<file path="src/rtl/clk_div_pkg.sv">
// Shared constants and helpers for the multi-channel clock divider.
// Optional per-channel wrap pulse output: define CLK_DIV_TICK_EN.
package clk_div_pkg;

    localparam int unsigned CNT_W_DEF = 10;
    localparam int unsigned DIV_STOP  = 0;
    localparam int unsigned DIV_MIN   = 2;

    // Number of high cycles in one period of divisor d.
    function automatic int unsigned half_hi(input int unsigned d);
        return (d + 1) >> 1;
    endfunction

endpackage

</file>
<file path="src/rtl/clk_div_if.sv">
// Divisor programming port: valid/ready write of one channel's divisor.
// Optional per-channel wrap pulse output: define CLK_DIV_TICK_EN.
interface clk_div_if #(
    parameter int NCH   = 4,
    parameter int CNT_W = 10
);
    localparam int CH_W = (NCH > 1) ? $clog2(NCH) : 1;

    logic             cfg_valid;
    logic             cfg_ready;
    logic [CH_W-1:0]  cfg_ch;
    logic [CNT_W-1:0] cfg_div;

    modport master (
        output cfg_valid,
        output cfg_ch,
        output cfg_div,
        input  cfg_ready
    );

    modport slave (
        input  cfg_valid,
        input  cfg_ch,
        input  cfg_div,
        output cfg_ready
    );

endinterface

</file>
<file path="src/rtl/clk_div_chan.sv">
// One divider channel: counter, active/shadow divisor, registered outputs.
// Optional per-channel wrap pulse output: define CLK_DIV_TICK_EN.
module clk_div_chan
    import clk_div_pkg::*;
#(
    parameter int CNT_W   = CNT_W_DEF,
    parameter int DEF_DIV = 2
) (
    input  logic             clk,
    input  logic             rst,
    input  logic             sync,
    input  logic             wr,
    input  logic [CNT_W-1:0] wr_div,
    output logic             pending,
`ifdef CLK_DIV_TICK_EN
    output logic             tick,
`endif
    output logic             div_out
);

    logic [CNT_W-1:0] cnt;
    logic [CNT_W-1:0] active;
    logic [CNT_W-1:0] shadow;
    logic [CNT_W-1:0] d_eff;
    logic [CNT_W-1:0] half;
    logic [CNT_W-1:0] last;
    logic             stopped;
    logic             wrap;
    logic             boundary;

    // Effective divisor (1 behaves as 2) and period boundary detection.
    always_comb begin
        d_eff    = (active == CNT_W'(1)) ? CNT_W'(DIV_MIN) : active;
        half     = CNT_W'(half_hi(32'(d_eff)));
        last     = d_eff - CNT_W'(1);
        stopped  = (active == CNT_W'(DIV_STOP));
        wrap     = ~stopped & (cnt == last);
        boundary = sync | stopped | wrap;
    end

    // Counter, divided clock and divisor swap at the period boundary.
    always_ff @(posedge clk or posedge rst) begin
        if (rst) begin
            cnt     <= '0;
            active  <= CNT_W'(DEF_DIV);
            shadow  <= '0;
            pending <= 1'b0;
            div_out <= 1'b0;
        end else begin
            if (sync | stopped) begin
                cnt     <= '0;
                div_out <= 1'b0;
            end else begin
                div_out <= (cnt < half);
                cnt     <= wrap ? '0 : cnt + CNT_W'(1);
            end
            if (boundary && pending) begin
                active <= shadow;
            end
            pending <= wr | (pending & ~boundary);
            if (wr) begin
                shadow <= wr_div;
            end
        end
    end

`ifdef CLK_DIV_TICK_EN
    // One-cycle pulse after each natural wrap of a running channel.
    always_ff @(posedge clk or posedge rst) begin
        if (rst) begin
            tick <= 1'b0;
        end else begin
            tick <= wrap & ~sync;
        end
    end
`endif

endmodule

</file>
<file path="src/rtl/clk_div_multi.sv">
// NCH programmable clock dividers sharing one input clock.
// Optional per-channel wrap pulse output: define CLK_DIV_TICK_EN.
module clk_div_multi
    import clk_div_pkg::*;
#(
    parameter int NCH     = 4,
    parameter int CNT_W   = CNT_W_DEF,
    parameter int DEF_DIV = 2
) (
    input  logic           clk,
    input  logic           rst,
    input  logic           sync,
    clk_div_if.slave       cfg,
`ifdef CLK_DIV_TICK_EN
    output logic [NCH-1:0] tick,
`endif
    output logic [NCH-1:0] div_out
);

    localparam int CH_W  = (NCH > 1) ? $clog2(NCH) : 1;
    localparam int NSLOT = 1 << CH_W;

    logic [NCH-1:0]   pending;
    logic [NCH-1:0]   wr;
    logic [NSLOT-1:0] busy;
    logic             ready;

    // Unused channel slots never block, so writes to them are dropped.
    always_comb begin
        busy            = '0;
        busy[NCH-1:0]   = pending;
        ready           = ~busy[cfg.cfg_ch];
    end

    assign cfg.cfg_ready = ready;

    for (genvar i = 0; i < NCH; i++) begin : g_ch
        assign wr[i] = cfg.cfg_valid & ready
                     & (cfg.cfg_ch == CH_W'(i));

        clk_div_chan #(
            .CNT_W   (CNT_W),
            .DEF_DIV (DEF_DIV)
        ) u_chan (
            .clk     (clk),
            .rst     (rst),
            .sync    (sync),
            .wr      (wr[i]),
            .wr_div  (cfg.cfg_div),
            .pending (pending[i]),
`ifdef CLK_DIV_TICK_EN
            .tick    (tick[i]),
`endif
            .div_out (div_out[i])
        );
    end

endmodule

</file>
<file path="src/flat_wrapper.sv">
// flat-port wrapper written by rule: the top's interface ports become plain ports
module clk_div_multi_flat import clk_div_pkg::*;
#(
    parameter int NCH     = 4,
    parameter int CNT_W   = CNT_W_DEF,
    parameter int DEF_DIV = 2
)
  (clk, rst, sync, div_out, cfg_cfg_valid, cfg_cfg_ch, cfg_cfg_div, cfg_cfg_ready);
  clk_div_if #(.NCH(NCH), .CNT_W(CNT_W)) cfg_i ();
  input  logic clk;
  input  logic rst;
  input  logic sync;
  output logic [NCH-1:0] div_out;
  input wire logic [$bits(cfg_i.cfg_valid)-1:0] cfg_cfg_valid;
  input wire logic [$bits(cfg_i.cfg_ch)-1:0] cfg_cfg_ch;
  input wire logic [$bits(cfg_i.cfg_div)-1:0] cfg_cfg_div;
  output wire logic [$bits(cfg_i.cfg_ready)-1:0] cfg_cfg_ready;
  assign cfg_i.cfg_valid = cfg_cfg_valid;
  assign cfg_i.cfg_ch = cfg_cfg_ch;
  assign cfg_i.cfg_div = cfg_cfg_div;
  assign cfg_cfg_ready = cfg_i.cfg_ready;
  clk_div_multi #(.NCH(NCH), .CNT_W(CNT_W), .DEF_DIV(DEF_DIV)) u_core (.clk(clk), .rst(rst), .sync(sync), .cfg(cfg_i), .div_out(div_out));
endmodule
</file>
<file path="config.mk">
export PLATFORM = sky130hd
export DESIGN_NAME = clk_div_multi_flat
export DESIGN_NICKNAME = d
export VERILOG_FILES = /design/src/rtl/clk_div_pkg.sv /design/src/rtl/clk_div_if.sv /design/src/rtl/clk_div_chan.sv /design/src/rtl/clk_div_multi.sv /design/src/flat_wrapper.sv
export SDC_FILE = /design/constraint.sdc
export NUM_CORES = 1
export LEC_CHECK = 0
export ABC_AREA = 1
export CORE_UTILIZATION = 28
export CTS_BUF_LIST = sky130_fd_sc_hd__clkbuf_16
export CTS_CLUSTER_SIZE = 16
export DETAILED_ROUTE_END_ITERATION = 16
export GPL_TIMING_DRIVEN = 0
export SETUP_SLACK_MARGIN = 0.5
export SYNTH_ARGS = -nofsm -noshare
export SYNTH_HDL_FRONTEND = slang
export SYNTH_SLANG_ARGS = --single-unit
</file>
<file path="constraint.sdc">
create_clock -name clk -period 9 [get_ports clk]
set_clock_uncertainty 0.2 [all_clocks]
set_input_delay 2.25 -clock clk [delete_from_list [all_inputs] [get_ports clk]]
set_output_delay 2.25 -clock clk [all_outputs]
set_load 0.02 [all_outputs]
</file>
# [After elaboration in Yosys (flattened, before gate mapping)]
# Cells that the tools add are included.
[op_classes] n_addsub=12 order_cmp=5 eq_ne=11 mux=18 bitwise=34 reduce_logical=9
[ops] operator="10-bit 2-to-1 mux" n=12
[ops] operator="10-bit by 1-bit adder with 11-bit output, second input constant" n=4
[ops] operator="10-bit by 1-bit adder with 10-bit output, second input constant" n=4
[ops] operator="10-bit by 1-bit == test with 1-bit output, second input constant" n=4
[ops] operator="10-bit == test" n=4
[ops] operator="10-bit zero test" n=4
[ops] operator="10-bit less-than comparator" n=4
[ops] operator="10-bit by 1-bit subtractor with 10-bit output, second input constant" n=4
[ops] operator="1-bit bitwise AND" n=13
[ops] operator="1-bit OR" n=12
[ops] operator="1-bit NOT" n=9
[ops] operator="1-bit 2-to-1 mux" n=5
[ops] operator="2-bit == test, second input constant" n=2
[ops] operator="1-bit logical AND" n=4
[ops] operator="2-bit by 3-bit less-than comparator with 1-bit output, second input constant" n=1
[ops] operator="1-bit binary-select mux with 2-bit select" n=1
[ops] operator="2-bit by 1-bit == test with 1-bit output, second input constant" n=1
[ops] operator="2-bit zero test" n=1
[totals] register_bits=128 inputBits=16 output_inout_bits=5 wordCells=109

# [Longest topological paths before layout]
[depth] depth_word=9 depth_mapped=18 mapped_depth_nobuf=18

# [Hierarchy]
# A second synthesis with hierarchy kept.
[hier_totals] cells_unflattened=1147 area_unflattened_um2=8695.8
[by_module_without_submodules] module="clk_div_chan at u_core.g_ch[0].u_chan ..." n_inst=3 cells_per_inst=280 area_per_inst_um2=2164.6 seq_area_each_um2=802.0
[by_module_without_submodules] module="clk_div_chan at u_core.g_ch[1].u_chan" n_inst=1 cells_per_inst=286 area_per_inst_um2=2100.8 seq_area_each_um2=802.0
[by_module_without_submodules] module="clk_div_multi" n_inst=1 cells_per_inst=21 area_per_inst_um2=101.3 seq_area_each_um2=0.0

# [Worst setup path before layout]
# Ideal clock, no wire load.
[synth_timing] path_type="input to output" start="input cfg_cfg_ch[0]" end="output cfg_cfg_ready" arrival_time_ns=2.825 required_time_ns=6.550 path_slack_ns=3.725 cell_stages=4 n_path_buf=0 path_cell_list="nor2_1 nand2_1 o21ai_0 a211oi_2"
[synth_between] elab_chain_len=3
[synth_lines] item="start, declared" line="flat_wrapper.sv:15" text="input wire logic [$bits(cfg_i.cfg_ch)-1:0] cfg_cfg_ch;"
[synth_lines] item="1-bit binary-select mux with 2-bit select" line="clk_div_multi.sv:32" text="ready = ~busy[cfg.cfg_ch];"
[synth_lines] item="1-bit 2-to-1 mux (not written as such)" line="clk_div_multi.sv:32"
[synth_lines] item="1-bit NOT" line="clk_div_multi.sv:32"
[synth_lines] item="end, declared" line="flat_wrapper.sv:17" text="output wire logic [$bits(cfg_i.cfg_ready)-1:0] cfg_cfg_ready;"
# Every way passes these cells. The select of a mux whose other input is x is not followed.

# [Worst setup path in the final report]
[layout_timing] start="input cfg_cfg_ch[1]" end="output cfg_cfg_ready"
# The elaborated chain is that of the path after synthesis.

==> Implementation_results.wiki <==
{| class="wikitable"
! Metric !! Value
|-
| Result of the run || finished, final reports clean
|-
| Average instance area after synthesis || 7.72 µm²
|-
| CP Data Required Time || 6.55 ns
|-
| Root buffer cell || sky130_fd_sc_hd__clkbuf_16
|-
| Final RePlAce weighted congestion || 0.838
|-
| Critical path data arrival time || 4.05 ns
|-
| Most common cell after layout, fill and taps aside || sky130_fd_sc_hd__nand2_1
|-
| Post-detailed-routing wire length || 19.0 mm
|-
| ANT nets after route || 0
|-
| Hold Worst Slack || 0.285 ns
|-
| Main synth FF type || sky130_fd_sc_hd__dfrtp_1
|-
| Sort of element at the start of the critical path || input pin
|-
| Worst slew margin relative to its limit || 0.674
|-
| Post-CTS setup buffer count || 0
|-
| Number of clock sinks || 128
|-
| Worst IR Drop VDD || 0.160 mV
|-
| Area grow syn2layout || 15.2%
|-
| Initial cell density of the core || 0.287
|-
| Die width || 175 µm
|-
| Maximum number of pins on one net before global-route repair || 99
|-
| Quantity of I/O buffers inserted on ports || 20
|-
| Number of max-slew violations in the final report || 0
|-
| Via Count || 6861
|-
| Detailed-routing iteration count for the pre-antenna-repair pass || 5
|-
| Final worst path period share || 0.722
|-
| TritonCTS clock tree || done
|-
| Routed wirelength normalized by instance count || 12.5 µm
|-
| Number of warnings issued by yosys || 0
|-
| Latest clock arrival within the worst-skew pair || 0.42 ns
|-
| # resized after CTS || 0
|-
| Netlist cell types || 41
|-
| Post-placement worst setup slack || 2.54 ns
|-
| Crit end category || primary output
|-
| Post-CTS Hold Fix Bufs || 0
|-
| Post-synthesis sequential area ratio || 0.385
|-
| Via count of the first global-routing pass || 6806
|-
| Commonest cells after routing, fill and taps aside || sky130_fd_sc_hd__nand2_1 (273), sky130_fd_sc_hd__dfrtp_1 (124), sky130_fd_sc_hd__inv_1 (109)
|-
| Count of final setup violators || 0
|-
| Area inside the core boundary || 29000 µm²
|-
| Die area || 30500 µm²
|-
| Drt via density || 4.52
|-
| Min cycle time layout || 6.50 ns
|-
| Cell types with the largest area share after synthesis || sky130_fd_sc_hd__dfrtp_1 (37%), sky130_fd_sc_hd__nand2_1 (12%), sky130_fd_sc_hd__ha_1 (7.8%)
|-
| Number of maximum-capacitance constraint violations || 0
|-
| Final TNS setup || 0 ns
|-
| Overflow after GRT || 0
|-
| Top cell type's share of synthesized area || 0.372
|-
| Class of the tightest hold or removal check || register to register
|-
| CTS buffer count || 17
|-
| Post-synth top area cell || sky130_fd_sc_hd__dfrtp_1
|-
| Sum of net half-perimeters after detailed placement || 14.0 mm
|-
| Category of the most critical setup path || input pin to primary output
|-
| Slowest cell delay on critical path || 0.68 ns
|-
| Worst Tran Pin Value || 0.488 ns
|-
| Cell mode on critical path || sky130_fd_sc_hd__clkdlybuf4s50_1
|-
| Critical-path cell list || clkdlybuf4s50_1 -> nor2_1 -> nand2_1 -> o21ai_0 -> a211oi_2 -> clkdlybuf4s50_1
|-
| Unrepaired setup endpoints after global routing || false
|-
| Number of design rule violations left after detail routing || 0
|-
| Worst setup slack after layout || 2.50 ns
|-
| Global-route usage over all layers || 0.133
|-
| # IOs || 21
|-
| Longest Clk Path Bufs || 2
|-
| Number of enable flip-flop cells after synthesis || 0
|-
| Number of cells produced by synthesis || 1080
|-
| Clock transition at the registers of the reported paths || 0.05 ns
|-
| Highest-delay cell along the critical path || sky130_fd_sc_hd__clkdlybuf4s50_1
|-
| Fraction of registers with async set or reset after synthesis || 1.00
|-
| Fraction of the core area covered by cells at the end of the flow || 0.331
|-
| First-pass GRT wire length || 33.0 mm
|-
| H-tree levels || 4
|-
| Maximum net fanout on the critical path || 4
|-
| Vertical extent of the die || 175 µm
|-
| Iter 0 DRT Violations || 430
|-
| Seq cells post-synth || 128
|-
| Power density relative to cell area || 290 nW/µm²
|-
| Fraction of layout instances using a drive strength above 1 || 0.0918
|-
| Number of standard-cell rows in the floorplan || 62
|-
| Synthesized netlist net count || 1148
|-
| Area of the mapped netlist || 8330 µm²
|-
| Static leakage || 4.65 nW
|-
| Number of antenna violations at the first check in global routing || 1
|-
| Achievable clock frequency || 154 MHz
|-
| Final net count || 1188
|-
| Count of final hold-check violations || 0
|}
[power by group]
part | internal, mW | switching [mW] | total (mW)
Sequential | 0.733 | 0.153 | 0.885
Clock | 0.400 | 0.254 | 0.654
Combinational | 0.490 | 0.758 | 1.25
Total | 1.62 | 1.17 | 2.79
[flip-flops by register name (all words and copies together) (netlist names)]
register,flops
u_core.g_ch.u_chan.active,40
u_core.g_ch.u_chan.pending,4
u_core.g_ch.u_chan.cnt,40
u_core.g_ch.u_chan.shadow,40
u_core.g_ch.u_chan.div_out,4
[metal layers]
layer	track usage	wire length [µm]	up-vias
li1	-	-	3562
met1	0.181	9740	3198
met2	0.208	8420	76
met3	0.0217	398	25
met4	0.0529	397	0
met5	0	0	-
[final timing paths]
check,from,endpoint,slack [ns],cells past startpoint
hold / removal,u_core.g_ch[1].u_chan.shadow[2],u_core.g_ch[1].u_chan.shadow[2],0.28,2
max in group asynchronous,rst,u_core.g_ch[1].u_chan.active[1],5.80,3
min in group asynchronous,rst,u_core.g_ch[2].u_chan.cnt[0],2.00,2
hold reg to reg,u_core.g_ch[1].u_chan.shadow[2],u_core.g_ch[1].u_chan.shadow[2],0.28,2
setup reg to reg,u_core.g_ch[1].u_chan.active[1],u_core.g_ch[1].u_chan.div_out,5.78,18
setup / recovery,cfg_cfg_ch[1],cfg_cfg_ready,2.50,6
[area by class of cell]
type                            count  area, µm²
Fill cell                        3079      19400
Multi-Input combinational cell    798       4430
Sequential cell                   128       3210
Tap cell                          384        480
Inverter                          114        433
Clock buffer                       17        425
Buffer                             40        265
Timing Repair Buffer               21        228
Clock inverter                     15        128
Antenna cell                        1       2.50
[logic make-up (layout without fill, tap and decap cells)]
kind of cell / count (synthesis) / in the layout / synth area share
compound gates: 104 / 104 / 0.0683
xor+xnor: 76 / 76 / 0.0799
fa+ha+maj: 52 / 52 / 0.0781
buf+inv: 154 / 207 / 0.0832
flops: 128 / 128 / 0.385
other cells: 0 / 1 / 0
simple gates: 566 / 566 / 0.306
[cell usage after synthesis (10+ instances only)]
cell type	instances
sky130_fd_sc_hd__buf_6	10
sky130_fd_sc_hd__nor2_1	101
sky130_fd_sc_hd__nand2_1	273
sky130_fd_sc_hd__xor2_1	54
sky130_fd_sc_hd__nand3_1	100
sky130_fd_sc_hd__nand4_1	12
sky130_fd_sc_hd__inv_1	107
sky130_fd_sc_hd__nor3_1	31
sky130_fd_sc_hd__ha_1	52
sky130_fd_sc_hd__dfrtp_1	124
sky130_fd_sc_hd__xnor2_1	22
sky130_fd_sc_hd__o21ai_0	50
sky130_fd_sc_hd__clkbuf_1	12
sky130_fd_sc_hd__buf_2	10
sky130_fd_sc_hd__a21oi_1	32
[metrics by stage]
step	power [mW]	cells	area [µm²]
CTS	2.81	1517	9600
global route	3.04	1518	9600
finish	2.79	1518	9600
global placement	2.11	1484	9010
floorplan	1.85	1080	8330
detailed placement	2.14	1485	9050
[critical path, delay by kind of cell]
family / cells / cell delay (ns)
buf+inv: 2 / 1.25
compound gates: 2 / 0.40
simple gates: 2 / 0.14
Note: power is estimated with default switching activity, not from simulation.
